[src/rtl/dz_decode.sv]
// rtl/dz_decode.sv - scan-bus frame rebuilder and digit glyph matcher
// Captures settled rows into a frame buffer, then classifies each full frame once.
module dz_decode #(
  parameter int SETTLE  = 2,
  parameter int TIMEOUT = 4096
) (
  input  logic       clk,
  input  logic       rst,
  input  logic [7:0] row,
  input  logic [7:0] colr,
  input  logic [7:0] colg,
  output logic       valid,
  output logic       hit,
  output logic [2:0] num,
  output logic [1:0] color,
  output logic       blank
);
  localparam logic [3:0]  SETTLE_C  = 4'(SETTLE);
  localparam logic [15:0] IDLE_LAST = 16'(TIMEOUT - 1);

  typedef enum logic {COLLECT, EVAL} state_t;

  // Row 0 occupies the top byte; row i sits at bits [63-8i -: 8].
  function automatic logic [63:0] glyph_r(input int d);
    case (d)
      2:       glyph_r = 64'h003C66060C30607E;
      3:       glyph_r = 64'h003C66061C06663C;
      4:       glyph_r = 64'h000C1C2C4C7E0C0C;
      5:       glyph_r = 64'h007E607C0606663C;
      default: glyph_r = 64'h0;
    endcase
  endfunction

  function automatic logic [63:0] glyph_g(input int d);
    case (d)
      0:       glyph_g = 64'h003C42424242423C;
      1:       glyph_g = 64'h001818381818187E;
      2:       glyph_g = 64'h003C66060C30607E;
      3:       glyph_g = 64'h003C66061C06663C;
      default: glyph_g = 64'h0;
    endcase
  endfunction

  state_t      r_state;
  state_t      w_state_next;
  logic [7:0]  r_row_q;
  logic [7:0]  r_row_prev;
  logic [7:0]  r_colr_q;
  logic [7:0]  r_colg_q;
  logic [3:0]  r_dwell;
  logic [7:0]  r_mask;
  logic [15:0] r_idle;
  logic [7:0]  r_frame_r [8];
  logic [7:0]  r_frame_g [8];
  logic [63:0] r_shadow_r;
  logic [63:0] r_shadow_g;
  logic        r_valid;
  logic        r_hit;
  logic [2:0]  r_num;
  logic [1:0]  r_color;
  logic        r_blank;

  logic [7:0]  w_sel;
  logic        w_row_ok;
  logic [2:0]  w_idx;
  logic        w_new;
  logic        w_capture;
  logic [7:0]  w_cap_bit;
  logic        w_start_eval;
  logic [63:0] w_flat_r;
  logic [63:0] w_flat_g;
  logic        w_hit;
  logic [2:0]  w_num;
  logic        w_blank;
  logic [1:0]  w_color;

  always_comb begin
    w_sel    = ~r_row_q;
    w_row_ok = $onehot(w_sel);
    w_idx    = 3'd0;
    for (int i = 0; i < 8; i++) begin
      if (w_sel[i]) w_idx = 3'(i);
    end
    w_new = (r_row_q != r_row_prev);
    // A fresh code counts as its first settled cycle; capture fires once, on reaching SETTLE.
    w_capture = w_row_ok && (w_new ? (SETTLE_C == 4'd1) : (r_dwell == SETTLE_C - 4'd1));
    w_cap_bit = w_capture ? (8'h01 << w_idx) : 8'h00;
    w_start_eval = (r_state == COLLECT) && (r_mask == 8'hFF);
  end

  always_ff @(posedge clk or negedge rst) begin
    if (!rst) begin
      r_row_q    <= 8'hFF;
      r_row_prev <= 8'hFF;
      r_colr_q   <= 8'h00;
      r_colg_q   <= 8'h00;
    end else begin
      r_row_q    <= row;
      r_row_prev <= r_row_q;
      r_colr_q   <= colr;
      r_colg_q   <= colg;
    end
  end

  always_ff @(posedge clk or negedge rst) begin
    if (!rst) begin
      r_dwell <= 4'd0;
    end else if (!w_row_ok) begin
      r_dwell <= 4'd0;
    end else if (w_new) begin
      r_dwell <= 4'd1;
    end else if (r_dwell != SETTLE_C) begin
      r_dwell <= r_dwell + 4'd1;
    end
  end

  always_ff @(posedge clk or negedge rst) begin
    if (!rst) begin
      for (int i = 0; i < 8; i++) begin
        r_frame_r[i] <= 8'h00;
        r_frame_g[i] <= 8'h00;
      end
    end else if (w_capture) begin
      r_frame_r[w_idx] <= r_colr_q;
      r_frame_g[w_idx] <= r_colg_q;
    end
  end

  always_comb begin
    w_flat_r = 64'h0;
    w_flat_g = 64'h0;
    for (int i = 0; i < 8; i++) begin
      w_flat_r[63-8*i -: 8] = r_frame_r[i];
      w_flat_g[63-8*i -: 8] = r_frame_g[i];
    end
  end

  // Capture outranks both the eval-time clear and the timeout clear.
  always_ff @(posedge clk or negedge rst) begin
    if (!rst) begin
      r_mask     <= 8'h00;
      r_idle     <= 16'd0;
      r_shadow_r <= 64'h0;
      r_shadow_g <= 64'h0;
    end else begin
      if (w_start_eval) begin
        r_shadow_r <= w_flat_r;
        r_shadow_g <= w_flat_g;
        r_mask     <= w_cap_bit;
      end else if (w_capture) begin
        r_mask <= r_mask | w_cap_bit;
      end else if ((r_idle == IDLE_LAST) && (r_mask != 8'h00)) begin
        r_mask <= 8'h00;
      end

      if (w_capture || (r_idle == IDLE_LAST)) r_idle <= 16'd0;
      else                                    r_idle <= r_idle + 16'd1;
    end
  end

  always_comb begin
    w_state_next = r_state;
    case (r_state)
      COLLECT: if (w_start_eval) w_state_next = EVAL;
      EVAL:    w_state_next = COLLECT;
      default: w_state_next = COLLECT;
    endcase
  end

  always_ff @(posedge clk or negedge rst) begin
    if (!rst) r_state <= COLLECT;
    else      r_state <= w_state_next;
  end

  always_comb begin
    w_hit = 1'b0;
    w_num = 3'd7;
    for (int d = 0; d < 6; d++) begin
      if ((r_shadow_r == glyph_r(d)) && (r_shadow_g == glyph_g(d))) begin
        w_hit = 1'b1;
        w_num = 3'(d);
      end
    end
    w_color = {|r_shadow_r, |r_shadow_g};
    w_blank = (r_shadow_r == 64'h0) && (r_shadow_g == 64'h0);
  end

  always_ff @(posedge clk or negedge rst) begin
    if (!rst) begin
      r_valid <= 1'b0;
      r_hit   <= 1'b0;
      r_num   <= 3'd7;
      r_color <= 2'b00;
      r_blank <= 1'b0;
    end else begin
      r_valid <= 1'b0;
      if (r_state == EVAL) begin
        r_valid <= 1'b1;
        r_hit   <= w_hit;
        r_num   <= w_num;
        r_color <= w_color;
        r_blank <= w_blank;
      end
    end
  end

  assign valid = r_valid;
  assign hit   = r_hit;
  assign num   = r_num;
  assign color = r_color;
  assign blank = r_blank;
endmodule

[config.mk]
export PLATFORM = sky130hd
export DESIGN_NAME = dz_decode
export DESIGN_NICKNAME = d
export VERILOG_FILES = /design/src/rtl/dz_decode.sv
export SDC_FILE = /design/constraint.sdc
export NUM_CORES = 1
export LEC_CHECK = 0
export CAP_MARGIN = 10
export CORE_ASPECT_RATIO = 0.7
export CORE_MARGIN = 2
export CORE_UTILIZATION = 30
export CTS_BUF_LIST = sky130_fd_sc_hd__clkbuf_16
export DETAILED_ROUTE_END_ITERATION = 6
export GPL_TIMING_DRIVEN = 1
export PLACE_DENSITY_LB_ADDON = 0.12
export SLEW_MARGIN = 5
export SYNTH_ARGS = -nofsm -noshare
export SYNTH_HDL_FRONTEND = slang
export SYNTH_SLANG_ARGS = --single-unit
[constraint.sdc]
create_clock -name clk -period 7.05 [get_ports clk]
set_input_delay 1.0575 -clock clk [delete_from_list [all_inputs] [get_ports clk]]
set_output_delay 1.0575 -clock clk [all_outputs]
set_load 0.02 [all_outputs]
; ---- After elaboration in Yosys (flattened, before gate mapping)
; Cells that the tools add are included.
[word_totals]
inputBits = 26
elab_cells = 115
ff_bits = 325
[op_classes]
n_eq_ne = 15
n_shift = 1
muxes = 35
n_reduce_logical = 18
bitwise_logic = 4
n_addsub = 9
order_cmp = 2
[op_table]
columns = operator, n
row1 = equality test 64 x 54 -> 1 bit (second input constant), 5
row2 = bitwise mux 64 bit, 2
row3 = zero test 64 bit, 2
row4 = OR reduction 64 bit, 2
row5 = equality test 64 x 52 -> 1 bit (second input constant), 1
row6 = equality test 64 x 53 -> 1 bit (second input constant), 1
row7 = equality test 64 x 55 -> 1 bit (second input constant), 1
row8 = two-way mux 8 bit, 5
row9 = two-way mux 3 bit, 10
row10 = demux 8 bit (select 3 bit), 1
row11 = adder 16 x 1 -> 16 bit (second input constant), 1
row12 = equality test 16 x 12 -> 1 bit (second input constant), 1
row13 = two-way mux 16 bit, 1
row14 = two-way mux 4 bit, 3
row15 = logical AND 1 bit, 11
row16 = two-way mux 1 bit, 10
row17 = adder 1 x 1 -> 2 bit, 4
row18 = equality test 4 x 1 -> 1 bit (second input constant), 2
row19 = equality test 8 bit (second input constant), 1
row20 = inequality test 8 bit, 1
row21 = inverter 8 bit, 1
row22 = OR 8 bit, 1
row23 = nonzero test 8 bit, 1
row24 = << shifter 1 x 3 -> 8 bit (first input constant), 1
row25 = 13 further kinds, 15

; ---- Depth between registers and ports, before layout
[logic_depth]
depth_word = 14
depth_mapped = 16

; ---- Worst setup path after synthesis
; OpenSTA, ideal clock, no wires.
[synth_timing]
path_type = register to register
startpoint = reg r_row_q[1]
endpoint = reg r_frame_g[56] (netlist name)
t_arrival_ns = 4.985
setup_slack_ns = 1.940
path_stages_with_launch = 17
path_cell_list = dfstp_2 > fa_1 > inv_1 > fa_1 > fa_1 > ha_1 > inv_1 > fa_1 > nor2_1 > a31oi_1 > or4_4 > or4_4 > buf_6 > or4_4 > buf_6 > buf_8 > mux2_4
[synth_between]
elab_chain_len = 14
[synth_lines]
columns = element, line_no
row1 = from (decl), 46  ; logic [7:0] r_row_q;
row2 = from (signal assigned), 98  ; r_row_q <= row;
row3 = inverter 8 bit, 78  ; w_sel = ~r_row_q;
row4 = two-way mux 1 bit, 82  ; if (w_sel[i]) w_idx = 3'(i);
row5 = two-way mux 2 bit (2 in a row), 82
row6 = two-way mux 3 bit (4 in a row), 82
row7 = inverter 3 -> 4 bit (implied by the code), 125  ; r_frame_g[w_idx] <= r_colg_q;
row8 = greater-or-equal comparator 4 bit (implied by the code) or < comparator 4 x 1 -> 1 bit (tied branches), 125
row9 = logical AND 1 bit (implied by the code), 125
row10 = two-way mux 8 bit (implied by the code), 125
row11 = demux 8 bit (select 3 bit), 125
row12 = bitwise mux 64 bit, 125
row13 = "to (signal, indexed assignment)", 125
row14 = to (decl), 54  ; logic [7:0] r_frame_g [8];
; Several ways; a longest one is shown, not always the timed one.
; A chain may end at the register's enable or synchronous reset.

; ---- Worst setup path in the final report
[layout_timing]
startpoint = reg r_row_q[3]
endpoint = reg r_frame_g[55] (netlist name)
[layout_between]
elab_chain_len = 12
[layout_lines]
columns = element, line_no
row1 = inverter 8 bit, 78
row2 = two-way mux 2 bit, 82
row3 = two-way mux 3 bit (4 in a row), 82
row4 = inverter 3 -> 4 bit (implied by the code), 125
row5 = greater-or-equal comparator 4 bit (implied by the code) or < comparator 4 x 1 -> 1 bit (tied branches), 125
row6 = logical AND 1 bit (implied by the code), 125
row7 = two-way mux 8 bit (implied by the code), 125
row8 = demux 8 bit (select 3 bit), 125
row9 = bitwise mux 64 bit, 125
; Several ways; a longest one is shown, not always the timed one.

==> flow_summary.ini <==
[clocking]
clkTransAtPathRegs_ns = 0.06
htree_num_levels = 2
ctsResizeCount = 0
clockRootBuffer = clkbuf_16
cts_buffers = 35
clockBufferDepth = 3
cts_tree = done
postCtsHoldBufs = 0
clock-sinks = 325
post_cts_buffers = 0
clk_latency_ns = 0.54

[finish]
layout_commonest_cell = dfrtp_1
drive_gt1_frac = 0.359
stdcell_area_mm2 = 0.0153
area_growth_pct = 16.8
layout_common_cells = 306 x dfrtp_1, 249 x mux2_2, 50 x nor2_1, 37 x clkbuf_16
final_nets = 999
fill_cells = 4272

[grt]
track_usage = 0.151
grt_pass1_vias = 7765
grt_remaining_overflow = 0
antenna_found_initial = 3
grt_pass1_wl_um = 50800
grt_max_degree = 120

[routing]
wl_per_cell_um = 20.5
vias = 7486
drtIter0Drc = 496
routed_via_density = 4.73
ant_nets = 0
remaining_drc_errors = 0
dr.pass1.iters = 4
drt_wl_total_um = 32500

[floorplan]
start_util = 0.302
io_pins = 34
die_x_um = 254
core_mm2 = 0.0434
dieHeight_um = 179
rows = 64
dieArea_mm2 = 0.0454

[critical_path]
r2r_start = r_row_q[3]
start_kind = flip-flop
r2r_cells = 14
reg2reg_setup_slack_ns = 1.38
crit_fanout = 11
cp.required_ns = 7.46
end_kind = flip-flop
worst_ep_arrival_time_ns = 6.08
crit_type = flip-flop to flip-flop
r2r_end = r_frame_g[55]

[placed_design]
io_buffer_count = 33
dpl.hpwl_um = 21100
place.gp.congestion = 0.815
dpl-instance-area_mm2 = 0.0142

[min_path]
hold_depth = 0
holdCritStartpoint = r_row_q[0]
holdPathEnd = r_row_prev[0]
min_path_type = flip-flop to flip-flop

[power_and_ir_drop]
ir_worst_vdd_mv = 0.137
p_sw_uw = 876
power_frac_comb = 0.032
cellLeakagePower_nw = 7.40
switching_share = 0.222
pwr-share-clk = 0.477
powerDensity_mw_per_mm2 = 258
power_frac_seq = 0.492
p_int_mw = 3.08

[sta]
clock.fmax_ghz = 0.176
drv_slew = 0
hold_violations = 0
setup_tns_ns = 0
rsz0062_at_grt = no
min_period_ns = 5.67
setup_viol = 0
worst_slew_pin_slew_ns = 1.23
fin_crit_sh = 0.804
worst_clock_skew_ns = 0.0260
max_slew_margin = 0.181

[logic_synthesis]
syn_nets = 946
dominantRegCellSynth = dfrtp_1
yosysUniqueCellTypes = 49
avgSynthCellArea_um2 = 14.4
ys_seq_area_frac = 0.622
syn_area_mm2 = 0.0131
ys_seq_elements = 325
synthArstFlopShare = 1.00
yosysWarnings = 0
synth_cells = 909
synth_edf_count = 0

[status]
status = finished, final reports clean

[job]
maxCapViolCount = 0
## layout make-up
class / count / area [um2] / share of cell area
multi-input combinational: 539 / 4770 / 0.311
sequential: 325 / 8160 / 0.532
antenna: 1 / 2.50 / 0.000163
clock buffer: 37 / 926 / 0.0604
clock inverter: 26 / 239 / 0.0156
timing repair buffer: 44 / 418 / 0.0273
tap: 594 / 743 / 0.0485
inverter: 17 / 63.8 / 0.00417
## power groups by stage
stage | clock (mW) | combinational, mW | sequential (mW)
floorplan | 0 | 0.0634 | 1.95
detailed placement | 0 | 0.131 | 1.98
global route | 2.04 | 0.150 | 1.95
finish | 1.88 | 0.126 | 1.94
CTS | 1.96 | 0.132 | 1.94
global placement | 0 | 0.130 | 1.98
## worst max-delay path, cell delays in order, from the launching register on
cell and delay [ns]:
dfstp_2 0.61, fa_1 0.43, inv_1 0.07, fa_1 0.42
fa_1 0.49, ha_1 0.16, inv_1 0.06, fa_1 0.37
nor2_1 0.10, a31oi_1 0.12, or4_4 0.58, or4_4 0.61
nor4_4 0.78, buf_4 0.38, mux2_2 0.36
## how the worst max path moves through the flow
stage,start,endpoint,depth (start not counted)
floorplan,r_row_q[1],r_frame_g[56],16
global placement,r_row_q[3],r_frame_g[48],14
detailed placement,r_row_q[3],r_frame_g[55],14
CTS,r_row_q[3],r_frame_g[55],14
global route,r_row_q[3],r_frame_g[55],14
finish,r_row_q[3],r_frame_g[55],14
## metal layers
metal | vias up | global-route usage | wire (um)
met5 | - | 0 | 0
li1 | 3410 | - | -
met2 | 116 | 0.203 | 12900
met1 | 3924 | 0.242 | 17600
met3 | 36 | 0.0276 | 1470
met4 | 0 | 0.0412 | 555
## sequential cells by signal, indices dropped and copies added (netlist names)
name / cells
hit: 1
r_dwell: 4
r_shadow_r: 64
r_row_prev: 8
num: 3
r_colr_q: 8
r_frame_g: 64
r_mask: 8
valid: 1
r_row_q: 8
r_shadow_g: 64
blank: 1
r_idle: 16
r_frame_r: 64
color: 2
r_colg_q: 8
r_state: 1
## stage by stage
step / instances / hold WS [ns] / worst slack, ns / utilization / power (mW)
final: 1583 / 0.396 / 1.38 / 0.353 / 3.95
after global placement: 1519 / 0.384 / 1.43 / 0.326 / 2.11
after detailed placement: 1519 / 0.386 / 1.34 / 0.326 / 2.11
after global routing: 1582 / 0.402 / 1.18 / 0.353 / 4.14
after floorplan: 909 / 0.360 / 1.94 / - / 2.02
after CTS: 1582 / 0.396 / 1.34 / 0.353 / 4.03
## logic make-up after synthesis
kind of cell | share of synthesized area
adders and majority gates | 0.0128
buffers and inverters | 0.0158
AOI/OAI and AO/OA | 0.0123
xor gates and xnor gates | 0.0173
muxes | 0.224
DFF | 0.622
and+or+nand+nor | 0.0955
## Yosys cell counts (all sizes together) (3+ instances only)
master,n,area [um2]
dfrtp,306,7660
mux2,258,2940
nor2,52,195
nor4,33,221
nand4,29,188
nand2,24,90.1
nand3,23,115
nor3,21,115
clkbuf,19,71.3
dfstp,19,499
xnor2,18,165
inv,17,63.8
buf,9,72.6
ha,7,87.6
xor2,7,61.3
and3,6,37.5
and4,6,52.6
or3,6,37.5
or4,6,56.3
a21o,5,37.5
a31oi,4,25.0
fa,4,80.1
a21bo,3,30.0
nand4b,3,26.3
nor2b,3,18.8
nor4bb,3,30.0
Note: power is estimated with default switching activity, not from simulation.
==> variant 1: new RTL, same settings <==
Register the output `blank` once more, cleared by the reset; this adds one clock of latency there. The other outputs are not delayed to match.
--- a/src/rtl/dz_decode.sv
+++ b/src/rtl/dz_decode.sv
@@ -208,6 +208,12 @@
   assign hit   = r_hit;
   assign num   = r_num;
   assign color = r_color;
-  assign blank = r_blank;
+  always_ff @(posedge clk or negedge rst) begin
+    if (!rst) begin
+      blank <= '0;
+    end else begin
+      blank <= r_blank;
+    end
+  end
 endmodule
 
Function: same outputs for any inputs over 10 cycles, from zero or initial values and one cycle with rst low; that may be too few to reach the edited logic, so the function may still have changed.
==> variant 1 against the unedited design <==
Total power is 2.7% lower; clock skew decreased by 13 ps; synthesized area is 0.15% lower; sequential cell count grew 1; largest power group unchanged; first-iteration DRC count down 25%; cell area is 0.54% lower; die area is 0.15% lower; largest cell class unchanged; fmax increased by 8.7%; routed wire length decreased by 2.7%; setup slack gained 450 ps; final cell count down 1.3%.
==> variant 1: results (changes against the unedited design) <==
[placement]
placed_cell_area_mm2=0.0142  ; about the same
gp_congestion=0.768  ; was 0.815
post-place-cells=1501  ; was 1519
dp_hpwl_um=20200  ; was 21100 um

[global_route]
grt_max_degree=142  ; was 120
antenna_found_initial=1  ; was 3
grt_usage_pct=14.7  ; was 15.1%
grt_pass1_wl_um=49600  ; was 50800 um
grt_pass1_vias=7702  ; was 7765

[worst_setup_path]
worst-path-max-fanout=17  ; was 11
reg2reg_slack_ps=1830  ; was 1380 ps
path_delay_family=adder cells  ; was simple AND/OR/NAND/NOR gates
reg2reg_depth=13  ; was 14
r2r_end=r_frame_g[53]  ; was r_frame_g[55]
slowest_stage=or4_1  ; was nor4_4
cp_data_arrival_time_ps=5610  ; was 6080 ps
slowest_delay_ps=990  ; was 780 ps
r2r-start=r_row_q[3]  ; unchanged

[logic_synthesis]
yosys-top-cells-count=307 x dfrtp_1, 245 x mux2_2, 46 x nor2_1, 36 x nor4_1  ; was 306 x dfrtp_1, 249 x mux2_2, 52 x nor2_1, 32 x nor4_1, 28 x nand4_1
yosysWarnings=0  ; unchanged
yosysUniqueCellTypes=50  ; was 49
synth_area_leaders=dfrtp_1 59%, mux2_2 21%, dfstp_2 3.8%, nor4_1 1.7%, nor2_1 1.3%  ; was dfrtp_1 58%, mux2_2 21%, dfstp_2 3.8%, nor4_1 1.5%, nor2_1 1.5%
synth_cells=900  ; was 909
synth_fp_nets=937  ; was 946
synth_seq_area_share_pct=62.5  ; was 62.2%

[clock_tree]
clock_latency_ps=520  ; was 540 ps
cts.htree.levels=2  ; unchanged
cts-root-buf=clkbuf_16  ; unchanged
cts_made_buffers=36  ; was 35

[sta]
hold_ws_ps=372  ; was 396 ps
worst_pin_slew_ps=1120  ; was 1230 ps

[worst_hold_path]
hold_start=r_blank  ; was r_row_q[0]
min_to=blank  ; was r_row_prev[0]

[route]
wirelength_um=31700  ; was 32500 um
drtIter0Drc=373  ; was 496
via_count=7422  ; was 7486

[finish]
nNetsFinal=991  ; was 999
fin_cells=1562  ; was 1583
fill_cells=4198  ; was 4272
layout-drive-gt1-share_pct=35.5  ; was 35.9%
n_antenna_cell=0  ; was 1

[pwr]
max-vdd-ir-drop_mv=0.156  ; was 0.137 mV
p_leak_nw=7.36  ; was 7.40 nW

[outcome]
status=finished, final reports clean  ; unchanged

[variant 1: changes by cell type after synthesis, moves of 3 or more]
| cell | before | now |
|---|---|---|
| and2_1 | 2 | 7 |
| nor2_1 | 52 | 46 |
| or4_4 | 3 | 0 |
| mux2_2 | 249 | 245 |
| nand2_1 | 24 | 19 |
| buf_2 | 4 | 8 |
| nand4_1 | 28 | 25 |
| nor3_1 | 19 | 13 |
| nor4b_1 | 2 | 5 |
| or3_1 | 6 | 2 |
| nor4_1 | 32 | 36 |
[variant 1: power breakdown]
| part | internal (W) | leakage, nW | switching, W |
|---|---|---|---|
| Combinational | 0.0000495 | 2.36 | 0.0000768 |
| Clock | 0.00102 | 0.559 | 0.000750 |
| Sequential | 0.00190 | 4.44 | 0.0000453 |
[variant 1: kinds of logic (layout without fill, tap and decap cells)]
logic type | Yosys count | count (layout) | synth area share (%)
compound gates | 24 | 24 | 1.43
simple gates | 215 | 215 | 9.48
mux | 256 | 256 | 22.3
fa+ha+maj | 11 | 11 | 1.28
buf+inv | 44 | 121 | 1.42
flops | 326 | 326 | 62.5
xor+xnor | 24 | 24 | 1.61
[variant 1: metrics by stage]
| stage | power, W | setup slack (ps) |
|---|---|---|
| 4_1_cts | 0.00392 | 1770 |
| 6_report | 0.00384 | 1830 |
| 5_1_grt | 0.00402 | 1590 |
| 3_3_place_gp | 0.00211 | 1900 |
| 2_1_floorplan | 0.00202 | 2530 |
| 3_5_place_dp | 0.00211 | 1760 |
[variant 1: cell type report]
cell class	instances	area share, %
clock inverters	24	1.03
inverters	16	0.394
flip-flops and latches	326	53.7
multi-input cells	530	31.1
well taps	585	4.80
repair buffers	44	2.91
clock buffers	37	6.08
[variant 1: worst register-to-register path, stage by stage (launching register included)]
cell,delay (ps)
dfstp_2,600
fa_1,430
inv_1,90
fa_1,420
fa_1,490
ha_1,160
inv_1,60
fa_1,370
nor2_1,110
a31oi_1,160
nor4_4,500
nand4_2,240
or4_1,990
mux2_4,480
[variant 1: worst max-delay path by stage]
| stage | startpoint | endpoint | slack (ps) | cells after the start |
|---|---|---|---|---|
| after global routing | r_row_q[3] | r_frame_g[53] | 1590 | 13 |
| final | r_row_q[3] | r_frame_g[53] | 1830 | 13 |
| after global placement | r_row_q[3] | r_frame_g[9] | 1900 | 13 |
| after detailed placement | r_row_q[3] | r_frame_g[48] | 1760 | 13 |
| after CTS | r_row_q[3] | r_frame_g[49] | 1770 | 13 |
| after floorplan | r_row_q[3] | r_frame_g[48] | 2530 | 15 |
[variant 1: metal layers]
layer  vias to the layer above  global-route usage, %  share of wire [%]
met5                         -                      0                  0
met4                         0                   4.24                2.1
met3                        46                   2.56                5.9
met2                       120                   19.6                 39
met1                      3877                   23.7                 53
li1                       3379                      -                  -
==> variant 2: new RTL, config.mk and constraints unchanged <==
Without the edit above. The parameter `TIMEOUT` goes from 4096 to 3072.
--- a/src/rtl/dz_decode.sv
+++ b/src/rtl/dz_decode.sv
@@ -2,7 +2,7 @@
 // Captures settled rows into a frame buffer, then classifies each full frame once.
 module dz_decode #(
   parameter int SETTLE  = 2,
-  parameter int TIMEOUT = 4096
+  parameter int TIMEOUT = 3072
 ) (
   input  logic       clk,
   input  logic       rst,
Behaviour: same outputs for any inputs over 10 cycles, from zero or initial values and one cycle with rst low; that may be too few to reach the edited logic, so the function may still have changed.
==> variant 2 against the unedited design <==
Sequential cell count did not move; setup slack improved by 300 ps; synthesized cell count fell by 2.6%; final cell count fell by 1.8%; via count fell by 2.4%; synthesized area fell by 0.48%; cell area barely moved; clock skew fell by 11 ps; sequential share of layout area barely moved; total power barely moved; fmax rose by 5.6%; routed wire length fell by 4.6%; critical path type unchanged; highest routed layer unchanged.
==> variant 2: results (changes against the unedited design) <==
[worst_setup_path]
slowest_stage=or4_1  ; was nor4_4
slowest_delay_ps=990  ; was 780 ps
path_delay_family=simple AND/OR/NAND/NOR gates  ; unchanged
cp_data_arrival_time_ps=5770  ; was 6080 ps
worst-path-max-fanout=17  ; was 11

[global_route]
grt_pass1_vias=7557  ; was 7765
grt_max_degree=146  ; was 120
met2_usage_pct=19.3  ; was 20.3%
antenna_found_initial=2  ; was 3
grt_usage_pct=14.4  ; was 15.1%
use_met3_pct=2.83  ; was 2.76%
grtUsageMet1_pct=23.2  ; was 24.2%
grt_pass1_wl_um=48800  ; was 50800 um

[placement]
dp_slack_ps=1630  ; was 1340 ps
post-place-cells=1491  ; was 1519
placed_cell_area_mm2=0.0141  ; was 0.0142 mm^2
dp_hpwl_um=19700  ; was 21100 um
gp_congestion=0.762  ; was 0.815

[logic_synthesis]
synth_area_leaders=dfrtp_1 59%, mux2_2 22%, dfstp_2 3.8%, nor4_1 1.5%, nand4_1 1.2%  ; was dfrtp_1 58%, mux2_2 21%, dfstp_2 3.8%, nor4_1 1.5%, nor2_1 1.5%
syn_avg_cell_area_um2=14.7  ; was 14.4 um^2
synth_fp_nets=922  ; was 946
yosysUniqueCellTypes=50  ; was 49
yosys-top-cells-count=306 x dfrtp_1, 250 x mux2_2, 37 x nor2_1, 32 x nor4_1  ; was 306 x dfrtp_1, 249 x mux2_2, 52 x nor2_1, 32 x nor4_1, 28 x nand4_1
synth_seq_area_share_pct=62.5  ; was 62.2%

[clock_tree]
postCtsResizedCells=0  ; unchanged
cts-root-buf=clkbuf_16  ; unchanged

[sta]
relSlewSlack_pct=31.6  ; was 18.1%
fin_skew_ps=15.1  ; was 26.0 ps

[finish]
nNetsFinal=980  ; was 999
layout-drive-gt1-share_pct=36.5  ; was 35.9%

[pwr]
max-vdd-ir-drop_mv=0.119  ; was 0.137 mV
p_leak_nw=7.41  ; was 7.40 nW

[route]
wl_per_cell_um=20.0  ; was 20.5 um
via_count=7308  ; was 7486
dr.pass1.iters=4  ; unchanged
wirelength_um=31000  ; was 32500 um
drtAntennaViolNets=0  ; unchanged
drtIter0Drc=419  ; was 496

[outcome]
status=finished, final reports clean  ; unchanged

-- variant 2: area by class of cell --
cell class              instances  area [um^2]
clock inverters                25          250
multi-input cells             520         4750
repair buffers                 46          445
inverters                      15         56.3
clock buffers                  37          926
well taps                     585          732
diodes                          1         2.50
flip-flops and latches        325         8160
fillers                      4140        27300
-- variant 2: final timing paths --
| kind | start | endpoint | slack [ps] | cells past startpoint |
|---|---|---|---|---|
| max | r_row_q[1] | r_frame_g[57] | 1680 | 13 |
| min | r_row_q[6] | r_row_prev[6] | 380 | 0 |
| max reg2reg | r_row_q[1] | r_frame_g[57] | 1680 | 13 |
| min reg2reg | r_row_q[6] | r_row_prev[6] | 380 | 0 |
| max in group asynchronous | rst | r_frame_r[12] | 4950 | 2 |
| min in group asynchronous | rst | r_idle[13] | 530 | 1 |
-- variant 2: layer usage --
| layer | vias up | wire, um |
|---|---|---|
| li1 | 3353 | - |
| met1 | 3807 | 17000 |
| met2 | 105 | 12300 |
| met3 | 43 | 1200 |
| met4 | 0 | 583 |
| met5 | - | 0 |
-- variant 2: cell families after synthesis --
kind of cell,synth area share [%]
buffers and inverters,1.29
DFF,62.5
muxes,22.6
AOI/OAI and AO/OA,1.35
xor gates and xnor gates,1.68
and+or+nand+nor,9.27
adders and majority gates,1.28
-- variant 2: report_power, final --
| part | total (W) | internal, W | switching (W) |
|---|---|---|---|
| sequential | 0.00194 | 0.00190 | 0.0000404 |
| combinational | 0.000124 | 0.0000476 | 0.0000766 |
| clock | 0.00190 | 0.00113 | 0.000762 |
| total | 0.00396 | 0.00308 | 0.000879 |
